### config.mk
export PLATFORM = sky130hd
export DESIGN_NAME = datapath_ctrl_flat
export DESIGN_NICKNAME = d
export VERILOG_FILES = /design/src/rtl/datapath_ctrl_pkg.sv /design/src/rtl/datapath_ctrl_if.sv /design/src/rtl/datapath_ctrl_decode.sv /design/src/rtl/datapath_ctrl.sv /design/src/flat_wrapper.sv
export SDC_FILE = /design/constraint.sdc
export NUM_CORES = 1
export LEC_CHECK = 0
export BUFFER_PORTS_ARGS = -buffer_cell sky130_fd_sc_hd__buf_4
export CAP_MARGIN = 10
export CELL_PAD_IN_SITES_DETAIL_PLACEMENT = 1
export CELL_PAD_IN_SITES_GLOBAL_PLACEMENT = 1
export CORE_UTILIZATION = 34
export CTS_BUF_LIST = sky130_fd_sc_hd__clkbuf_16
export DETAILED_ROUTE_END_ITERATION = 8
export PLACE_DENSITY_LB_ADDON = 0.1
export SLEW_MARGIN = 20
export SYNTH_ARGS = -nofsm -noshare
export SYNTH_HDL_FRONTEND = slang
export SYNTH_SLANG_ARGS = --single-unit
export TNS_END_PERCENT = 50
### constraint.sdc
create_clock -name clk -period 2.6 [get_ports clk]
set_input_delay 0.13 -clock clk [delete_from_list [all_inputs] [get_ports clk]]
set_output_delay 0.13 -clock clk [all_outputs]
set_load 0.1 [all_outputs]
### src/rtl/datapath_ctrl_pkg.sv
// Shared definitions for the datapath controller: state codes, instruction
// fields, datapath select codes and the one-hot instruction class.
package datapath_ctrl_pkg;

  localparam int SW_DEF = 4;

  typedef enum logic [3:0] {
    ST_WAIT   = 4'd0,
    ST_DECODE = 4'd1,
    ST_GET_A  = 4'd2,
    ST_GET_B  = 4'd3,
    ST_EXEC   = 4'd4,
    ST_MOVB   = 4'd5,
    ST_CMPS   = 4'd6,
    ST_WR_REG = 4'd7,
    ST_WR_IMM = 4'd8,
    ST_SPARE  = 4'd9
  } state_t;

  localparam logic [2:0] OPC_MOV = 3'b110;
  localparam logic [2:0] OPC_ALU = 3'b101;

  localparam logic [1:0] OP_MOV  = 2'b00;
  localparam logic [1:0] OP_MOVI = 2'b10;
  localparam logic [1:0] OP_ADD  = 2'b00;
  localparam logic [1:0] OP_CMP  = 2'b01;
  localparam logic [1:0] OP_AND  = 2'b10;
  localparam logic [1:0] OP_MVN  = 2'b11;

  localparam logic [2:0] NSEL_NONE = 3'b000;
  localparam logic [2:0] NSEL_RN   = 3'b100;
  localparam logic [2:0] NSEL_RD   = 3'b010;
  localparam logic [2:0] NSEL_RM   = 3'b001;

  localparam logic [1:0] VSEL_C   = 2'b00;
  localparam logic [1:0] VSEL_IMM = 2'b01;

  localparam logic [1:0] ALU_ADD  = 2'b00;
  localparam logic [1:0] ALU_SUB  = 2'b01;
  localparam logic [1:0] ALU_AND  = 2'b10;
  localparam logic [1:0] ALU_NOTB = 2'b11;

  typedef struct packed {
    logic movi;
    logic mov;
    logic alu3;
    logic cmp;
    logic mvn;
    logic illegal;
  } cls_t;

endpackage

### src/rtl/datapath_ctrl_if.sv
// Instruction-side start/opcode inputs and all datapath strobes of the controller.
interface datapath_ctrl_if;
  logic       s;
  logic [2:0] opcode;
  logic [1:0] op;
  logic       w;
  logic [2:0] nsel;
  logic [1:0] vsel;
  logic       write;
  logic       loada;
  logic       loadb;
  logic       loadc;
  logic       loads;
  logic       asel;
  logic       bsel;
  logic [1:0] alu_op;

  modport master (
    output s, opcode, op,
    input  w, nsel, vsel, write, loada, loadb, loadc, loads, asel, bsel, alu_op
  );

  modport slave (
    input  s, opcode, op,
    output w, nsel, vsel, write, loada, loadb, loadc, loads, asel, bsel, alu_op
  );
endinterface

### src/rtl/datapath_ctrl_decode.sv
// Combinational map from the latched {opcode, op} to a one-hot instruction class.
module ctrl_decode
  import datapath_ctrl_pkg::*;
(
  input  logic [2:0] opcode,
  input  logic [1:0] op,
  output cls_t       cls
);

  always_comb begin
    cls = '0;
    unique case ({opcode, op})
      {OPC_MOV, OP_MOVI}: cls.movi = 1'b1;
      {OPC_MOV, OP_MOV}:  cls.mov  = 1'b1;
      {OPC_ALU, OP_ADD},
      {OPC_ALU, OP_AND}:  cls.alu3 = 1'b1;
      {OPC_ALU, OP_CMP}:  cls.cmp  = 1'b1;
      {OPC_ALU, OP_MVN}:  cls.mvn  = 1'b1;
      default:            cls.illegal = 1'b1;
    endcase
  end

endmodule

### src/rtl/datapath_ctrl.sv
// Multi-cycle Moore controller sequencing register reads, ALU op and write-back.
// Outputs decode from the state register and the opcode/op latched on start.
module datapath_ctrl
  import datapath_ctrl_pkg::*;
#(
  parameter int SW = SW_DEF
) (
  input  logic         clk,
  input  logic         reset,
  datapath_ctrl_if.slave bus
);

  logic [SW-1:0] state;
  logic [2:0]    opcode_q;
  logic [1:0]    op_q;
  cls_t          cls;
  state_t        cur;

  assign cur = state_t'(state);

  ctrl_decode u_decode (
    .opcode (opcode_q),
    .op     (op_q),
    .cls    (cls)
  );

  always_ff @(posedge clk) begin
    if (reset) begin
      state    <= SW'(ST_WAIT);
      opcode_q <= '0;
      op_q     <= '0;
    end else begin
      case (cur)
        ST_WAIT: begin
          if (bus.s) begin
            state    <= SW'(ST_DECODE);
            opcode_q <= bus.opcode;
            op_q     <= bus.op;
          end
        end
        ST_DECODE: begin
          if (cls.movi)                state <= SW'(ST_WR_IMM);
          else if (cls.mov || cls.mvn) state <= SW'(ST_GET_B);
          else if (cls.alu3 || cls.cmp) state <= SW'(ST_GET_A);
          else                         state <= SW'(ST_WAIT);
        end
        ST_GET_A: state <= SW'(ST_GET_B);
        ST_GET_B: begin
          if (cls.mov)      state <= SW'(ST_MOVB);
          else if (cls.cmp) state <= SW'(ST_CMPS);
          else              state <= SW'(ST_EXEC);
        end
        ST_EXEC:   state <= SW'(ST_WR_REG);
        ST_MOVB:   state <= SW'(ST_WR_REG);
        ST_CMPS:   state <= SW'(ST_WAIT);
        ST_WR_REG: state <= SW'(ST_WAIT);
        ST_WR_IMM: state <= SW'(ST_WAIT);
        // spare slot and unused encodings recover to idle
        default:   state <= SW'(ST_WAIT);
      endcase
    end
  end

  always_comb begin
    bus.w      = 1'b0;
    bus.nsel   = NSEL_NONE;
    bus.vsel   = VSEL_C;
    bus.write  = 1'b0;
    bus.loada  = 1'b0;
    bus.loadb  = 1'b0;
    bus.loadc  = 1'b0;
    bus.loads  = 1'b0;
    bus.asel   = 1'b0;
    bus.bsel   = 1'b0;
    bus.alu_op = ALU_ADD;
    case (cur)
      ST_WAIT: bus.w = 1'b1;
      ST_GET_A: begin
        bus.nsel  = NSEL_RN;
        bus.loada = 1'b1;
      end
      ST_GET_B: begin
        bus.nsel  = NSEL_RM;
        bus.loadb = 1'b1;
      end
      ST_EXEC: begin
        bus.alu_op = op_q;
        bus.loadc  = 1'b1;
        bus.asel   = cls.mvn;
      end
      ST_MOVB: begin
        bus.asel   = 1'b1;
        bus.alu_op = ALU_ADD;
        bus.loadc  = 1'b1;
      end
      ST_CMPS: begin
        bus.alu_op = ALU_SUB;
        bus.loads  = 1'b1;
      end
      ST_WR_REG: begin
        bus.nsel  = NSEL_RD;
        bus.vsel  = VSEL_C;
        bus.write = 1'b1;
      end
      ST_WR_IMM: begin
        bus.nsel  = NSEL_RN;
        bus.vsel  = VSEL_IMM;
        bus.write = 1'b1;
      end
      default: ;
    endcase
  end

endmodule

### src/flat_wrapper.sv
// flat-port wrapper written by rule: the top's interface ports become plain ports
module datapath_ctrl_flat import datapath_ctrl_pkg::*;
#(
  parameter int SW = SW_DEF
)
  (clk, reset, bus_s, bus_opcode, bus_op, bus_w, bus_nsel, bus_vsel, bus_write, bus_loada, bus_loadb, bus_loadc, bus_loads, bus_asel, bus_bsel, bus_alu_op);
  datapath_ctrl_if bus_i ();
  input  logic clk;
  input  logic reset;
  input wire logic [$bits(bus_i.s)-1:0] bus_s;
  input wire logic [$bits(bus_i.opcode)-1:0] bus_opcode;
  input wire logic [$bits(bus_i.op)-1:0] bus_op;
  output wire logic [$bits(bus_i.w)-1:0] bus_w;
  output wire logic [$bits(bus_i.nsel)-1:0] bus_nsel;
  output wire logic [$bits(bus_i.vsel)-1:0] bus_vsel;
  output wire logic [$bits(bus_i.write)-1:0] bus_write;
  output wire logic [$bits(bus_i.loada)-1:0] bus_loada;
  output wire logic [$bits(bus_i.loadb)-1:0] bus_loadb;
  output wire logic [$bits(bus_i.loadc)-1:0] bus_loadc;
  output wire logic [$bits(bus_i.loads)-1:0] bus_loads;
  output wire logic [$bits(bus_i.asel)-1:0] bus_asel;
  output wire logic [$bits(bus_i.bsel)-1:0] bus_bsel;
  output wire logic [$bits(bus_i.alu_op)-1:0] bus_alu_op;
  assign bus_i.s = bus_s;
  assign bus_i.opcode = bus_opcode;
  assign bus_i.op = bus_op;
  assign bus_w = bus_i.w;
  assign bus_nsel = bus_i.nsel;
  assign bus_vsel = bus_i.vsel;
  assign bus_write = bus_i.write;
  assign bus_loada = bus_i.loada;
  assign bus_loadb = bus_i.loadb;
  assign bus_loadc = bus_i.loadc;
  assign bus_loads = bus_i.loads;
  assign bus_asel = bus_i.asel;
  assign bus_bsel = bus_i.bsel;
  assign bus_alu_op = bus_i.alu_op;
  datapath_ctrl #(.SW(SW)) u_core (.clk(clk), .reset(reset), .bus(bus_i));
endmodule
==> results.txt <==
Sequential fraction of the synthesis area: 0.322
Detailed placer's ending HPWL: 1040 um
Peak supply drop: 641 uV
CP Class: register to output port
Warning count from the yosys run: 0
Overall power of the completed layout: 492 uW
Sort of element at the end of the critical path: output port
Final max-slew violation count: 0
Root cell of the clock tree: sky130_fd_sc_hd__clkbuf_16
Initial Utilization: 0.367
Data arrival time of the worst path: 1.55 ns
DRC violations left: 0
Dominant delay contributor by cell family on the critical path: flip-flops
Critical Path Fanout Max: 10
First-pass GRT wire length: 2260 um
CTS-repair resized insts: 0
Worst Path Required: 2.47 ns
Core box area: 1520 um2
Unrepaired setup endpoints after global routing: false
Detailed router's first-iteration violation count: 8
Leakage power figure: 0.000369 uW
Postcts setup bufs: 0
Final worst clock skew: 0.000404 ns
Largest stage delay on the critical path: 0.54 ns
Vias in the first global route: 523
Layout cells sized above 1: 0.289
Area overhead of the layout relative to synthesis: 39.1%
Average via count per standard cell: 5.03
Number of clock sinks: 9
Placer Congestion: 0.716
Die Ht: 42.6 um
Floorplan die area: 1810 um2
Tightest hold margin: 0.121 ns
Endpoints failing hold: 0
Flip-flop and latch count after synthesis: 9
Total number of H-tree levels: 1
Count of port buffers added during placement: 20
Number of violations of the max-capacitance limit: 0
Setup violation total in the final timing report: 0
Combined global-route utilization of all metal layers: 0.165
Pwr dens: 633 nW/um2
Largest buffer count on any clock path: 2
Critical R2R Launch: u_core.cur[2]
Detail-routed net length per standard cell: 12.2 um
Number of nets in the layout: 99
Number of distinct standard cells referenced by the synthesized netlist: 26
Worst-path clk slew: 0.04 ns
Number of top-level design ports: 23
Flop2flop setup slack: 1.31 ns
Fraction of synthesized cell area taken by the top area cell type: 0.322
Critical R2R Capture: u_core.cur[2]
Critical path cell sequence: nand2b_1, nor2_1, buf_4
Area leader, netlist: sky130_fd_sc_hd__dfxtp_1
Count of cells along the worst register-to-register path: 3
Routed wire length: 1300 um
Hold worst-path end: u_core.opcode_q[1]
Average footprint of a synthesized cell: 7.99 um2
Total congestion overflow: 0
Final antenna-violating net count: 0
Number of clock buffers inserted by TritonCTS: 3
Antenna diode count: 0
Number of antenna violations at the first check in global routing: 0
Sort of element at the start of the critical path: register
Largest cells by area after synthesis: sky130_fd_sc_hd__dfxtp_1 (32%), sky130_fd_sc_hd__nor2_1 (11%), sky130_fd_sc_hd__mux2i_1 (8.9%), sky130_fd_sc_hd__nand2_1 (5.4%), sky130_fd_sc_hd__o311ai_4 (4.7%)
Startpoint of the lowest-slack hold path: reset
Number of cells on the worst hold path: 2
Path category of the worst min-delay check: input port to register
TritonCTS clock tree: done
Via Count: 533
Insertion delay to the later sink of the worst-skew pair: 0.23 ns
Maximum clock rate: 597 MHz
Buffers and inverters on the worst path: 1
Fin crit share: 0.644
Die span in x: 42.6 um
Number of standard-cell rows in the floorplan: 14
Mapped Area: 559 um2
Minimum clock period after layout: 1.68 ns
Hold-fix buffers at CTS: 0
DR pass1 iterations: 4
Maximum number of pins on one net before global-route repair: 11
Number of cells on the critical path: 3
Post-synthesis instance total: 70
Cell type of the slowest stage on the worst timing path: sky130_fd_sc_hd__dfxtp_1
Run status: finished, final reports clean
state kept, by name, indices dropped and copies added, names as in the netlist:
signal / flops
u_core.cur: 4
u_core.op_q: 2
u_core.opcode_q: 3
synth_stat cells:
| cell type | number |
|---|---|
| sky130_fd_sc_hd__a21oi_1 | 3 |
| sky130_fd_sc_hd__a2bb2oi_1 | 1 |
| sky130_fd_sc_hd__and2_1 | 1 |
| sky130_fd_sc_hd__and2b_1 | 1 |
| sky130_fd_sc_hd__buf_2 | 1 |
| sky130_fd_sc_hd__buf_4 | 3 |
| sky130_fd_sc_hd__buf_6 | 1 |
| sky130_fd_sc_hd__conb_1 | 1 |
| sky130_fd_sc_hd__dfxtp_1 | 9 |
| sky130_fd_sc_hd__inv_1 | 1 |
| sky130_fd_sc_hd__mux2i_1 | 5 |
| sky130_fd_sc_hd__nand2_1 | 8 |
| sky130_fd_sc_hd__nand2b_1 | 4 |
| sky130_fd_sc_hd__nand3_1 | 1 |
| sky130_fd_sc_hd__nand3_2 | 1 |
| sky130_fd_sc_hd__nor2_1 | 16 |
| sky130_fd_sc_hd__nor3_1 | 3 |
| sky130_fd_sc_hd__nor4bb_1 | 2 |
| sky130_fd_sc_hd__o2111ai_1 | 1 |
| sky130_fd_sc_hd__o211ai_1 | 1 |
| sky130_fd_sc_hd__o21a_1 | 1 |
| sky130_fd_sc_hd__o21ba_1 | 1 |
| sky130_fd_sc_hd__o22ai_1 | 1 |
| sky130_fd_sc_hd__o311ai_4 | 1 |
| sky130_fd_sc_hd__or2_1 | 1 |
| sky130_fd_sc_hd__or2b_1 | 1 |
area by class of cell:
type                            instances  area [um2]
Clock buffer                            3        75.1
Fill cell                             186         746
Inverter                                1        3.75
Multi-Input combinational cell         56         345
Sequential cell                         9         180
Timing Repair Buffer                   20         150
Tap cell                               16        20.0
Clock inverter                          1        3.75
power breakdown:
part	total (uW)	switching (uW)	internal, uW
logic	72.4	47.7	24.7
registers	154	8.78	146
clock network	266	64.8	201
total	492	121	371
per-layer routing:
| layer | wire length, um | global-route usage |
|---|---|---|
| met1 | 673 | 0.228 |
| met2 | 548 | 0.240 |
| met3 | 77 | 0.0776 |
| met4 | 0 | 0.0188 |
| met5 | 0 | 0 |
how the worst max path moves through the flow:
stage	end	start
2_1_floorplan	bus_alu_op[0]	u_core.cur[2]
3_3_place_gp	bus_nsel[0]	u_core.cur[1]
3_5_place_dp	bus_loadb	u_core.cur[1]
4_1_cts	bus_loadb	u_core.cur[1]
5_1_grt	bus_loadb	u_core.cur[1]
6_report	bus_loadb	u_core.cur[1]
cell usage in the layout, fill, tap and decap left out:
master and n:
sky130_fd_sc_hd__a21oi_1 3, sky130_fd_sc_hd__a2bb2oi_1 1, sky130_fd_sc_hd__and2_1 1, sky130_fd_sc_hd__and2b_1 1, sky130_fd_sc_hd__buf_4 20, sky130_fd_sc_hd__clkbuf_16 3, sky130_fd_sc_hd__conb_1 2, sky130_fd_sc_hd__dfxtp_1 9
sky130_fd_sc_hd__inv_1 2, sky130_fd_sc_hd__mux2i_1 5, sky130_fd_sc_hd__nand2_1 8, sky130_fd_sc_hd__nand2b_1 4, sky130_fd_sc_hd__nand3_1 1, sky130_fd_sc_hd__nand3_2 1, sky130_fd_sc_hd__nor2_1 16, sky130_fd_sc_hd__nor3_1 2
sky130_fd_sc_hd__nor3_2 1, sky130_fd_sc_hd__nor4bb_1 2, sky130_fd_sc_hd__o2111ai_1 1, sky130_fd_sc_hd__o211ai_1 1, sky130_fd_sc_hd__o21a_1 1, sky130_fd_sc_hd__o21ba_1 1, sky130_fd_sc_hd__o22ai_1 1, sky130_fd_sc_hd__o311ai_4 1
sky130_fd_sc_hd__or2_1 1, sky130_fd_sc_hd__or2b_1 1
metrics by stage:
stage	setup slack, ns	std cells	setup TNS (ns)	area [um2]	utilization
3_3_place_gp	1.17	102	0	699	0.459
5_1_grt	0.797	106	0	778	0.511
2_1_floorplan	-0.263	71	-0.263	568	-
4_1_cts	0.898	106	0	778	0.511
3_5_place_dp	1.16	102	0	699	0.459
6_report	0.925	106	0	778	0.511
logic make-up after synthesis:
| logic type | synth area share |
|---|---|
| flops | 0.322 |
| compound gates | 0.161 |
| other cells | 0.00670 |
| simple gates | 0.345 |
| buf+inv | 0.0760 |
| mux | 0.0895 |
Note: power is estimated with default switching activity, not from simulation.
